[src/rtl/divider_iterative_if.sv]
// Request/result bundle for divider_iterative: request handshake, abort, result handshake.
interface divider_iterative_if #(
  parameter int unsigned WIDTH = 32
);
  logic             in_valid;
  logic             in_ready;
  logic             in_signed;
  logic [WIDTH-1:0] in_dividend;
  logic [WIDTH-1:0] in_divisor;
  logic             abort;
  logic             out_valid;
  logic             out_ready;
  logic [WIDTH-1:0] out_quotient;
  logic [WIDTH-1:0] out_remainder;
  logic             out_dbz;

  modport master (
    output in_valid, in_signed, in_dividend, in_divisor, abort, out_ready,
    input  in_ready, out_valid, out_quotient, out_remainder, out_dbz
  );

  modport slave (
    input  in_valid, in_signed, in_dividend, in_divisor, abort, out_ready,
    output in_ready, out_valid, out_quotient, out_remainder, out_dbz
  );
endinterface

[src/rtl/divider_iterative.sv]
// Iterative restoring divider (signed/unsigned), RADIX_BITS quotient bits per cycle.
// Define DIVIDER_EARLY_EXIT_EN to finish at accept when |dividend| < |divisor|.
module divider_iterative #(
  parameter int unsigned WIDTH      = 32,
  parameter int unsigned RADIX_BITS = 1
) (
  input logic                clk,
  input logic                reset,
  divider_iterative_if.slave bus
);
  localparam int unsigned STEPS = WIDTH / RADIX_BITS;
  localparam int unsigned CNT_W = $clog2(STEPS);

  typedef enum logic [1:0] {IDLE, BUSY, DONE} state_t;

  state_t           state;
  logic             ready;
  logic             valid;
  logic [WIDTH-1:0] quotient;
  logic [WIDTH-1:0] remainder;
  logic             dbz;
  logic [CNT_W-1:0] cnt;
  logic [WIDTH-1:0] acc;
  logic [WIDTH-1:0] quo;
  logic [WIDTH-1:0] dvs;
  logic [WIDTH-1:0] dvd_orig;
  logic             q_neg;
  logic             r_neg;
  logic             zero_div;

  logic             dvd_neg_c;
  logic             dvs_neg_c;
  logic [WIDTH-1:0] dvd_mag_c;
  logic [WIDTH-1:0] dvs_mag_c;
  logic [WIDTH-1:0] acc_c;
  logic [WIDTH-1:0] quo_c;
  logic [WIDTH:0]   trial_c;
  logic [WIDTH-1:0] q_res_c;
  logic [WIDTH-1:0] r_res_c;

  // Operand magnitudes and sign flags at the request port
  always_comb begin
    dvd_neg_c = bus.in_signed & bus.in_dividend[WIDTH-1];
    dvs_neg_c = bus.in_signed & bus.in_divisor[WIDTH-1];
    dvd_mag_c = dvd_neg_c ? (~bus.in_dividend + WIDTH'(1)) : bus.in_dividend;
    dvs_mag_c = dvs_neg_c ? (~bus.in_divisor + WIDTH'(1)) : bus.in_divisor;
  end

  // RADIX_BITS restoring steps; acc stays below dvs between steps so WIDTH bits suffice
  always_comb begin
    acc_c   = acc;
    quo_c   = quo;
    trial_c = '0;
    for (int i = 0; i < int'(RADIX_BITS); i++) begin
      trial_c = {acc_c, quo_c[WIDTH-1]} - {1'b0, dvs};
      if (trial_c[WIDTH]) acc_c = {acc_c[WIDTH-2:0], quo_c[WIDTH-1]};
      else                acc_c = trial_c[WIDTH-1:0];
      quo_c = {quo_c[WIDTH-2:0], ~trial_c[WIDTH]};
    end
  end

  // Sign fixup of the final magnitudes; MIN/-1 wraps naturally to MIN with remainder 0
  always_comb begin
    q_res_c = q_neg ? (~quo_c + WIDTH'(1)) : quo_c;
    r_res_c = r_neg ? (~acc_c + WIDTH'(1)) : acc_c;
    if (zero_div) begin
      q_res_c = '1;
      r_res_c = dvd_orig;
    end
  end

  always_ff @(posedge clk or posedge reset) begin
    if (reset) begin
      state     <= IDLE;
      ready     <= 1'b1;
      valid     <= 1'b0;
      quotient  <= '0;
      remainder <= '0;
      dbz       <= 1'b0;
      cnt       <= '0;
      acc       <= '0;
      quo       <= '0;
      dvs       <= '0;
      dvd_orig  <= '0;
      q_neg     <= 1'b0;
      r_neg     <= 1'b0;
      zero_div  <= 1'b0;
    end else if (bus.abort) begin
      state <= IDLE;
      ready <= 1'b1;
      valid <= 1'b0;
      cnt   <= '0;
    end else begin
      case (state)
        IDLE: begin
          if (bus.in_valid) begin
            acc      <= '0;
            quo      <= dvd_mag_c;
            dvs      <= dvs_mag_c;
            dvd_orig <= bus.in_dividend;
            q_neg    <= dvd_neg_c ^ dvs_neg_c;
            r_neg    <= dvd_neg_c;
            zero_div <= (bus.in_divisor == '0);
            cnt      <= '0;
            ready    <= 1'b0;
`ifdef DIVIDER_EARLY_EXIT_EN
            if ((bus.in_divisor != '0) && (dvd_mag_c < dvs_mag_c)) begin
              state     <= DONE;
              valid     <= 1'b1;
              quotient  <= '0;
              remainder <= bus.in_dividend;
              dbz       <= 1'b0;
            end else
`endif
            begin
              state <= BUSY;
            end
          end
        end
        BUSY: begin
          acc <= acc_c;
          quo <= quo_c;
          cnt <= cnt + CNT_W'(1);
          if (cnt == CNT_W'(STEPS - 1)) begin
            state     <= DONE;
            valid     <= 1'b1;
            quotient  <= q_res_c;
            remainder <= r_res_c;
            dbz       <= zero_div;
            cnt       <= '0;
          end
        end
        DONE: begin
          if (bus.out_ready) begin
            state <= IDLE;
            ready <= 1'b1;
            valid <= 1'b0;
          end
        end
        default: begin
          state <= IDLE;
          ready <= 1'b1;
          valid <= 1'b0;
        end
      endcase
    end
  end

  assign bus.in_ready      = ready;
  assign bus.out_valid     = valid;
  assign bus.out_quotient  = quotient;
  assign bus.out_remainder = remainder;
  assign bus.out_dbz       = dbz;
endmodule
[src/flat_wrapper.sv]
// flat-port wrapper written by rule: the top's interface ports become plain ports
module divider_iterative_flat 
#(
  parameter int unsigned WIDTH      = 32,
  parameter int unsigned RADIX_BITS = 1
)
  (clk, reset, bus_in_valid, bus_in_signed, bus_in_dividend, bus_in_divisor, bus_abort, bus_out_ready, bus_in_ready, bus_out_valid, bus_out_quotient, bus_out_remainder, bus_out_dbz);
  divider_iterative_if #(.WIDTH(WIDTH)) bus_i ();
  input logic clk;
  input logic reset;
  input wire logic [$bits(bus_i.in_valid)-1:0] bus_in_valid;
  input wire logic [$bits(bus_i.in_signed)-1:0] bus_in_signed;
  input wire logic [$bits(bus_i.in_dividend)-1:0] bus_in_dividend;
  input wire logic [$bits(bus_i.in_divisor)-1:0] bus_in_divisor;
  input wire logic [$bits(bus_i.abort)-1:0] bus_abort;
  input wire logic [$bits(bus_i.out_ready)-1:0] bus_out_ready;
  output wire logic [$bits(bus_i.in_ready)-1:0] bus_in_ready;
  output wire logic [$bits(bus_i.out_valid)-1:0] bus_out_valid;
  output wire logic [$bits(bus_i.out_quotient)-1:0] bus_out_quotient;
  output wire logic [$bits(bus_i.out_remainder)-1:0] bus_out_remainder;
  output wire logic [$bits(bus_i.out_dbz)-1:0] bus_out_dbz;
  assign bus_i.in_valid = bus_in_valid;
  assign bus_i.in_signed = bus_in_signed;
  assign bus_i.in_dividend = bus_in_dividend;
  assign bus_i.in_divisor = bus_in_divisor;
  assign bus_i.abort = bus_abort;
  assign bus_i.out_ready = bus_out_ready;
  assign bus_in_ready = bus_i.in_ready;
  assign bus_out_valid = bus_i.out_valid;
  assign bus_out_quotient = bus_i.out_quotient;
  assign bus_out_remainder = bus_i.out_remainder;
  assign bus_out_dbz = bus_i.out_dbz;
  divider_iterative #(.WIDTH(WIDTH), .RADIX_BITS(RADIX_BITS)) u_core (.clk(clk), .reset(reset), .bus(bus_i));
endmodule
[config.mk]
export PLATFORM = sky130hd
export DESIGN_NAME = divider_iterative_flat
export DESIGN_NICKNAME = d
export VERILOG_FILES = /design/src/rtl/divider_iterative_if.sv /design/src/rtl/divider_iterative.sv /design/src/flat_wrapper.sv
export SDC_FILE = /design/constraint.sdc
export NUM_CORES = 1
export LEC_CHECK = 0
export CAP_MARGIN = 40
export CORE_ASPECT_RATIO = 1.2
export CORE_UTILIZATION = 63
export DETAILED_ROUTE_END_ITERATION = 7
export GPL_TIMING_DRIVEN = 0
export PLACE_DENSITY_LB_ADDON = 0.15
export SYNTH_ARGS = -nofsm -noshare
export SYNTH_HDL_FRONTEND = slang
export SYNTH_SLANG_ARGS = --single-unit
export TNS_END_PERCENT = 50
[constraint.sdc]
create_clock -name clk -period 11.65 [get_ports clk]
set_input_delay 1.7475 -clock clk [delete_from_list [all_inputs] [get_ports clk]]
set_output_delay 1.7475 -clock clk [all_outputs]
set_load 0.03 [all_outputs]
== Yosys cells after proc, flatten, opt, wreduce, memory -nomap -nowiden ==
Cells that the tools add are included.
Cells by class
  bitwise operators: 9
  eq/ne operators: 9
  mux-type cells: 28
  reductions and logical operators: 11
  add/subtract/negate cells: 6
Operators by type and width (count)
  $mux 32: 9
  $add 32x1->32 const B: 4
  $not 32->32: 4
  $pmux 32 s2: 2
  $sub 33x32->33: 1
  $logic_not 32->1: 1
  $reduce_and 3->1: 6
  $mux 5: 3
  $pmux 5 s2: 1
  $mux 2: 4
  $mux 1: 6
  $ne 2x2->1 const B: 3
  $ne 3x3->1 const B: 2
  $pmux 1 s3: 2
  $pmux 2 s3: 1
  $add 5x1->5 const B: 1
  $eq 5x5->1 const B: 1
  $ne 3x2->1 const B: 1
  $reduce_bool 3->1: 1
  $and 1x1->1: 2
  $eq 2x1->1 const B: 1
  $eq 2x2->1 const B: 1
  $logic_not 2->1: 1
  $not 1->1: 2
  other kinds (3): 3
Word-level totals
  flip-flop bits (word level): 205

== Longest topological paths before layout ==
Gate-level depths: netlist of run 1.
  word-level depth: 6
  mapped depth: 24
  mapped depth without buffers: 23

== Worst setup path before layout of run 1 ==
Ideal clock, no wire load.
  path kind: reg-to-reg
  start point: register u_core.quo[31]
  end point: register u_core.remainder[30], in the netlist u_core.bus.out_remainder[30]
  path buffers: 3
  data required time: 11.573 ns
  setup slack: 6.696 ns
  stages on the path, launching flop included: 23
  clock period less this slack: 4.954 ns
  data arrival time: 4.877 ns
  path through: dfrtp_1 > inv_1 > ha_1 > inv_1 > fa_1 > a211oi_1 > o21ai_2 > a41o_2 > o211ai_4 > a221o_2 > nor2_4 > buf_6 > buf_4 > buf_4 > mux2i_1 > ha_1 > inv_1 > nor4_1 > mux2i_1 > or2_4 > nor4b_2 > mux2_1 > a21oi_1
Between the ends
  word-level cells in the longest chain between the ends: 6
Ends and longest elaborated chain
  from (decl): line divider_iterative.sv:24  | logic [WIDTH-1:0] quo;
  from (signal assigned): line divider_iterative.sv:98  | quo <= dvd_mag_c;
  from (signal assigned): line divider_iterative.sv:122  | quo <= quo_c;
  $sub 33x32->33: line divider_iterative.sv:55  | trial_c = {acc_c, quo_c[WIDTH-1]} - {1'b0, dvs};
  $mux 32 *: line divider_iterative.sv:56  | if (trial_c[WIDTH]) acc_c = {acc_c[WIDTH-2:0], quo_c[WIDTH-1]};
  $not 32->32: line divider_iterative.sv:65  | r_res_c = r_neg ? (~acc_c + WIDTH'(1)) : acc_c;
  $add 32x1->32: line divider_iterative.sv:65
  $mux 32 *: line divider_iterative.sv:65
  $mux 32 *: line divider_iterative.sv:66  | if (zero_div) begin
  to (signal assigned): line divider_iterative.sv:128  | remainder <= r_res_c;
  to (decl): line divider_iterative.sv:20  | logic [WIDTH-1:0] remainder;
Every way passes the cells marked *; elsewhere a longest branch is shown, timed or not.
A chain may end at the register's enable or synchronous reset.

== Worst setup path in the final report of run 1 ==
  start point: register u_core.quo[31]
  end point: register u_core.quotient[28], in the netlist u_core.bus.out_quotient[28]
Between the ends
  word-level cells in the longest chain between the ends: 6
Ends and longest elaborated chain
  $sub 33x32->33: line divider_iterative.sv:55
  $not 1->1: line divider_iterative.sv:58  | quo_c = {quo_c[WIDTH-2:0], ~trial_c[WIDTH]};
  $not 32->32: line divider_iterative.sv:64  | q_res_c = q_neg ? (~quo_c + WIDTH'(1)) : quo_c;
  $add 32x1->32: line divider_iterative.sv:64
  $mux 32: line divider_iterative.sv:64
  $mux 32: line divider_iterative.sv:66
  to (signal assigned): line divider_iterative.sv:127  | quotient <= q_res_c;
  to (decl): line divider_iterative.sv:19  | logic [WIDTH-1:0] quotient;
Every way passes these cells.

==> flow_summary.ini, run 1 <==
[placement]
placed_area_um2 = 15300
dp_slack_ns = 5.36
gp_congestion = 0.962
dp_hpwl_mm = 33.9
numPortBuffers = 135

[timing]
finalSetupTns_ns = 0
setup_viol = 0
worstMarginPinSlew_ns = 0.899
fin_worst_skew_ns = 0.0252
fin_crit_sh = 0.566
max_freq_mhz = 152
rsz0062_at_grt = false
hold_viol = 0
slew_headroom = 0.399
slew_viol_final = 0
fin_ws_ns = 5.06
min_period_ns = 6.59

[die]
ioPinCount = 137
core_area_um2 = 21000
die_area_um2 = 22200
core.rowCount = 58
die-height_um = 163
dieWidth_um = 136
initial_utilization = 0.645

[power]
p_per_area_nw_per_um2 = 134
power.internal_mw = 1.42
swShare = 0.340
total_power_mw = 2.16
p_comb_frac = 0.265
power.net_switching_mw = 0.732
p_leak_nw = 6.88
ir_drop_v = 0.000122
clkPwrFrac = 0.345
seq_power_share = 0.390

[cells_and_area]
layout_commonest_cell = nand2_1
layout_common_cells = nand2_1, dfrtp_1, o21ai_0
drive_gt1_frac = 0.0465
final_area_um2 = 16100
area_delta_synth_final_pct = 18.2
nFillCells = 1545
diodes = 0
nets = 1943
fin_util = 0.763

[global_route]
groute.usage.overall = 0.412
grt_overflow = 0
grt_pass1_vias = 13200
antenna_found_initial = 1
grt_pass1_wl_mm = 70.2
grt_max_degree = 128

[cts]
clock_latency_ns = 0.53
post_cts_buffers = 0
clock_sinks = 205
cts_max_path_buffers = 3
cts-buffers-inserted = 22
holdBufCountCts = 0
cts_tree = yes
clk_pin_slew_ns = 0.06
htreeDepth = 1
post_cts_resize_count = 0
clockRootBuffer = clkbuf_16

[logic_synthesis]
syn_area_um2 = 13600
postSynth.asyncResetShare = 1.00
synth.distinct_cells = 90
synth_edf_count = 0
synth_fp_nets = 1782
synth_top_area_share = 0.376
synth_ff_type = dfrtp_1
postSynthCellCount = 1673
synth-seq-area-share = 0.378
yosysWarningCount = 0
netlist_top_cells_area = dfrtp_1, nand2_1, o21ai_0
yosysTopAreaCell = dfrtp_1
syn_area_per_cell_um2 = 8.12
synth_seq_cells = 205

[worst_setup_path]
ff2ff_setup_slack_ns = 5.06
cp_cell_sequence = inv_1 -> ha_1 -> inv_1 -> fa_1 -> a211oi_1 -> o21ai_2 -> a41o_2 -> o211ai_4 -> a221o_2 -> nor2_4 -> inv_2 -> clkbuf_1 -> clkbuf_1 -> ha_1 -> nand2_1 -> or3_1 -> nand2b_1 -> nor4_1 -> nor2_1 -> a21oi_1 -> xor2_1 -> a21oi_1
path_class = reg2reg
critPathMaxFanout = 10
reg2reg_depth = 22
cp.arrival_ns = 6.97
cpPeakStageDelay_ns = 0.64
crit_start = u_core.quo[31]
crit_required_ns = 12.03
r2r-start = u_core.quo[31]
crit_path_end_kind = flip-flop
start_kind = flip-flop
cp_slowest_cell = clkbuf_1
r2r-end = u_core.bus.out_quotient[28]

[hold_path]
hold_path_class = reg2reg
hold_start = u_core.dvd_orig[24]
hold_depth = 2
min_to = u_core.dvd_orig[24]

[routing]
dr.pass1.iters = 8
drtAntennaViolNets = 0
wl_per_cell_um = 21.5
drc = 0
num_vias = 13800
drtIter0Drc = 1549
via_per_inst = 6.52
wl_mm = 45.4

[job]
cap_viol_max_count = 0

[status]
status = completed
[state kept, by name, summed over array words and instances, names as in the netlist]
register                  cells
u_core.cnt                    5
u_core.bus.out_dbz            1
u_core.dvd_orig              32
u_core.bus.out_valid          1
u_core.bus.in_ready           1
u_core.q_neg                  1
u_core.bus.out_quotient      32
u_core.acc                   32
u_core.state                  2
u_core.bus.out_remainder     32
u_core.dvs                   32
u_core.r_neg                  1
u_core.quo                   32
u_core.zero_div               1
[critical path: cells and delay by family (launching register included)]
kind	cells	cell delay (ns)
adders and majority gates	3	0.94
xor gates and xnor gates	1	0.21
DFF	1	0.44
and+or+nand+nor	6	1.41
AOI/OAI and AO/OA	7	1.90
buffers and inverters	5	1.53
[per-stage QoR]
step,hold slack [ns],instances
4_1_cts,0.477,2118
2_1_floorplan,0.437,1673
3_3_place_gp,0.449,2078
5_1_grt,0.503,2118
3_5_place_dp,0.463,2080
6_report,0.483,2118
[cells in the mapped netlist (4+ instances only)]
cell type / n
o21bai_1: 4
nand3_1: 15
or2_2: 6
or3_1: 16
inv_1: 55
a22o_1: 5
a31oi_1: 9
nor4_1: 26
nand2b_1: 10
ha_1: 38
o31ai_1: 26
and3_1: 12
o21a_1: 12
a21oi_1: 165
or4_1: 8
a21boi_0: 8
o21ai_0: 188
buf_1: 5
a211oi_1: 11
nor2b_1: 6
nor3_1: 32
mux2i_1: 42
xnor2_1: 61
nand4_1: 5
xor2_1: 74
nor2_1: 141
o21ai_1: 7
a21o_1: 4
nand3b_1: 8
o211ai_1: 4
and2_1: 9
nand2_1: 288
clkbuf_1: 68
dfrtp_1: 204
buf_2: 8
o41ai_1: 11
[how the worst max path moves through the flow]
stage,end
floorplan,u_core.acc[0]
global placement,u_core.cnt[0]
detailed placement,u_core.bus.out_quotient[28]
CTS,u_core.bus.out_quotient[28]
global route,u_core.bus.out_quotient[28]
finish,u_core.bus.out_quotient[28]
[area by class of cell]
cell class              count  area [um^2]  share of cell area
inverters                  57          221              0.0138
clock buffers              28          583              0.0363
multi-input cells        1324         7880               0.491
plain buffers              87          358              0.0223
repair buffers            137         1380              0.0862
flip-flops and latches    205         5130               0.319
well taps                 270          338              0.0210
clock inverters            10          166              0.0104
[metal layers]
layer	part of all wire	routed length, um	track usage
met1	0.39	17700	0.540
met2	0.46	21000	0.666
met3	0.10	4700	0.0775
met4	0.044	2020	0.176
met5	0.00026	12	0
[logic make-up after synthesis]
| logic type | after synthesis | share of synthesized area |
|---|---|---|
| AOI/OAI and AO/OA | 502 | 0.222 |
| muxes | 44 | 0.0326 |
| adders and majority gates | 39 | 0.0365 |
| DFF | 205 | 0.378 |
| xor gates and xnor gates | 135 | 0.0870 |
| buffers and inverters | 144 | 0.0421 |
| and+or+nand+nor | 604 | 0.202 |
[power by group through the flow]
stage	logic (mW)	registers (mW)	clock network [mW]
2_1_floorplan	0.381	0.831	0
3_3_place_gp	0.531	0.843	0
3_5_place_dp	0.546	0.848	0
4_1_cts	0.556	0.836	0.738
5_1_grt	0.622	0.846	0.763
6_report	0.572	0.841	0.743
(Power assumes the default switching activity.)
==> run 2, diff against run 1 <==
--- a/config.mk
+++ b/config.mk
@@ -7,7 +7,7 @@
 export LEC_CHECK = 0
 export CAP_MARGIN = 40
 export CORE_ASPECT_RATIO = 1.2
-export CORE_UTILIZATION = 63
+export CORE_UTILIZATION = 58
 export DETAILED_ROUTE_END_ITERATION = 7
 export GPL_TIMING_DRIVEN = 0
 export PLACE_DENSITY_LB_ADDON = 0.15
==> constraint.sdc (replaced) <==
create_clock -name clk -period 6.1 [get_ports clk]
set_input_delay 0.915 -clock clk [delete_from_list [all_inputs] [get_ports clk]]
set_output_delay 0.915 -clock clk [all_outputs]
set_load 0.03 [all_outputs]
==> run 2 against run 1 <==
Sequential power increased by 90%. Sequential share of layout area decreased by 0.33 points. Worst setup slack got worse by 4.8 ns. Flip-flop and latch count unchanged. Utilization decreased by 5.9 points. Clock skew decreased by 0.018 ns. Via count decreased by 4.1%.
==> flow_summary.ini, run 2 (synthesis gave the netlist of run 1 again) <==
[die]
ioPinCount = 137
die-height_um = 170
dieWidth_um = 142
core.rowCount = 61
initial_utilization = 0.589
die_area_um2 = 24000
core_area_um2 = 23000

[cts]
clk_pin_slew_ns = 0.06
cts_max_path_buffers = 3
clockRootBuffer = clkbuf_16
cts_tree = yes
clock_sinks = 205
htreeDepth = 1
post_cts_buffers = 0
cts-buffers-inserted = 22
holdBufCountCts = 0
clock_latency_ns = 0.51

[worst_setup_path]
crit_path_end_kind = flip-flop
crit_required_ns = 6.50
reg2reg_depth = 22
r2r-end = u_core.bus.out_remainder[24]
cp.arrival_ns = 6.24
ff2ff_setup_slack_ns = 0.26
path_class = reg2reg
critPathMaxFanout = 10
r2r-start = u_core.quo[31]
start_kind = flip-flop

[cells_and_area]
layout_commonest_cell = nand2_1
final_area_um2 = 16200
layout_common_cells = nand2_1, dfrtp_1, o21ai_0
drive_gt1_frac = 0.0519
area_delta_synth_final_pct = 19.5
nets = 1945
nFillCells = 1927

[power]
seq_power_share = 0.394
power.internal_mw = 2.69
power.net_switching_mw = 1.36
p_per_area_nw_per_um2 = 250
p_comb_frac = 0.268
p_leak_nw = 6.92
swShare = 0.336
clkPwrFrac = 0.338
ir_drop_v = 0.000189

[placement]
numPortBuffers = 135
placed_area_um2 = 15400
dp_hpwl_mm = 35.5
gp_congestion = 1.00

[routing]
num_vias = 13300
wl_per_cell_um = 20.7
drc = 0
wl_mm = 44.8
drtAntennaViolNets = 0
drtIter0Drc = 1156
dr.pass1.iters = 6
via_per_inst = 6.12

[timing]
rsz0062_at_grt = false
setup_viol = 0
max_freq_mhz = 171
fin_worst_skew_ns = 0.00750
slew_viol_final = 0
finalSetupTns_ns = 0
slew_headroom = 0.412
min_period_ns = 5.84
worstMarginPinSlew_ns = 0.881
hold_viol = 0
fin_crit_sh = 0.957

[global_route]
grt_overflow = 0
groute.usage.overall = 0.376
antenna_found_initial = 2
grt_pass1_wl_mm = 69.0
grt_pass1_vias = 12700
grt_max_degree = 41

[hold_path]
hold_start = u_core.dvd_orig[14]
hold_path_class = reg2reg
min_to = u_core.dvd_orig[14]
hold_depth = 2

[job]
cap_viol_max_count = 0

[status]
status = completed
run 2: worst max-delay path by stage:
stage | start | end | slack [ns]
2_1_floorplan | u_core.quo[31] | u_core.bus.out_remainder[30] | 1.15
3_3_place_gp | u_core.quo[31] | u_core.bus.out_remainder[14] | -0.27
3_5_place_dp | u_core.quo[31] | u_core.bus.out_remainder[8] | -0.32
4_1_cts | u_core.quo[31] | u_core.bus.out_remainder[24] | 0.12
5_1_grt | u_core.quo[31] | u_core.bus.out_quotient[30] | 0.04
6_report | u_core.quo[31] | u_core.bus.out_remainder[24] | 0.26
run 2: final cells by class:
type	instances	area, um^2	share of cell area
Clock inverter	8	96.3	0.00594
Buffer	86	355	0.0219
Tap cell	315	394	0.0243
Inverter	57	218	0.0134
Sequential cell	205	5130	0.316
Timing Repair Buffer	140	1450	0.0894
Multi-Input combinational cell	1324	7950	0.490
Antenna cell	1	2.50	0.000154
Clock buffer	30	632	0.0389
run 2: routing by layer:
layer	global-route usage	share of wire
met1	0.423	0.37
met2	0.654	0.49
met3	0.0587	0.065
met4	0.257	0.077
met5	0	0.00029
run 2: worst max-delay path: stages, from the launching register on:
cell,delay (ns)
dfrtp_1,0.43
inv_1,0.11
ha_1,0.17
inv_1,0.06
fa_1,0.43
a211oi_2,0.34
o21ai_4,0.14
a41o_2,0.36
o211ai_4,0.29
o21ai_4,0.20
nor2_4,0.20
buf_6,0.20
buf_4,0.25
buf_4,0.25
mux2i_2,0.32
ha_1,0.24
inv_1,0.11
nor4_4,0.31
mux2i_4,0.18
or2_4,0.32
o41ai_4,0.44
mux2i_1,0.27
nand3_1,0.10
run 2: through the flow:
stage / utilization / setup slack, ns / total power [mW] / hold WS [ns] / std cells
final: 0.704 / 0.260 / 4.05 / 0.474 / 2166
after global routing: 0.704 / 0.0436 / 4.24 / 0.499 / 2165
after CTS: 0.702 / 0.117 / 4.03 / 0.477 / 2165
after detailed placement: 0.670 / -0.321 / 2.66 / 0.458 / 2128
after global placement: 0.665 / -0.269 / 2.63 / 0.456 / 2123
after floorplan: - / 1.15 / 2.32 / 0.437 / 1673
run 2: what timing repair did:
action | in CTS | in global routing
gates resized for setup | 4 | 7
setup endpoints to repair | 17 | 5
pin swaps | 0 | 1
run 2: power groups by stage:
stage               combinational [mW]  sequential [mW]  clock [mW]
floorplan                        0.728             1.59           0
global placement                  1.02             1.61           0
detailed placement                1.05             1.62           0
CTS                               1.06             1.59        1.38
global route                      1.19             1.61        1.44
finish                            1.08             1.60        1.37
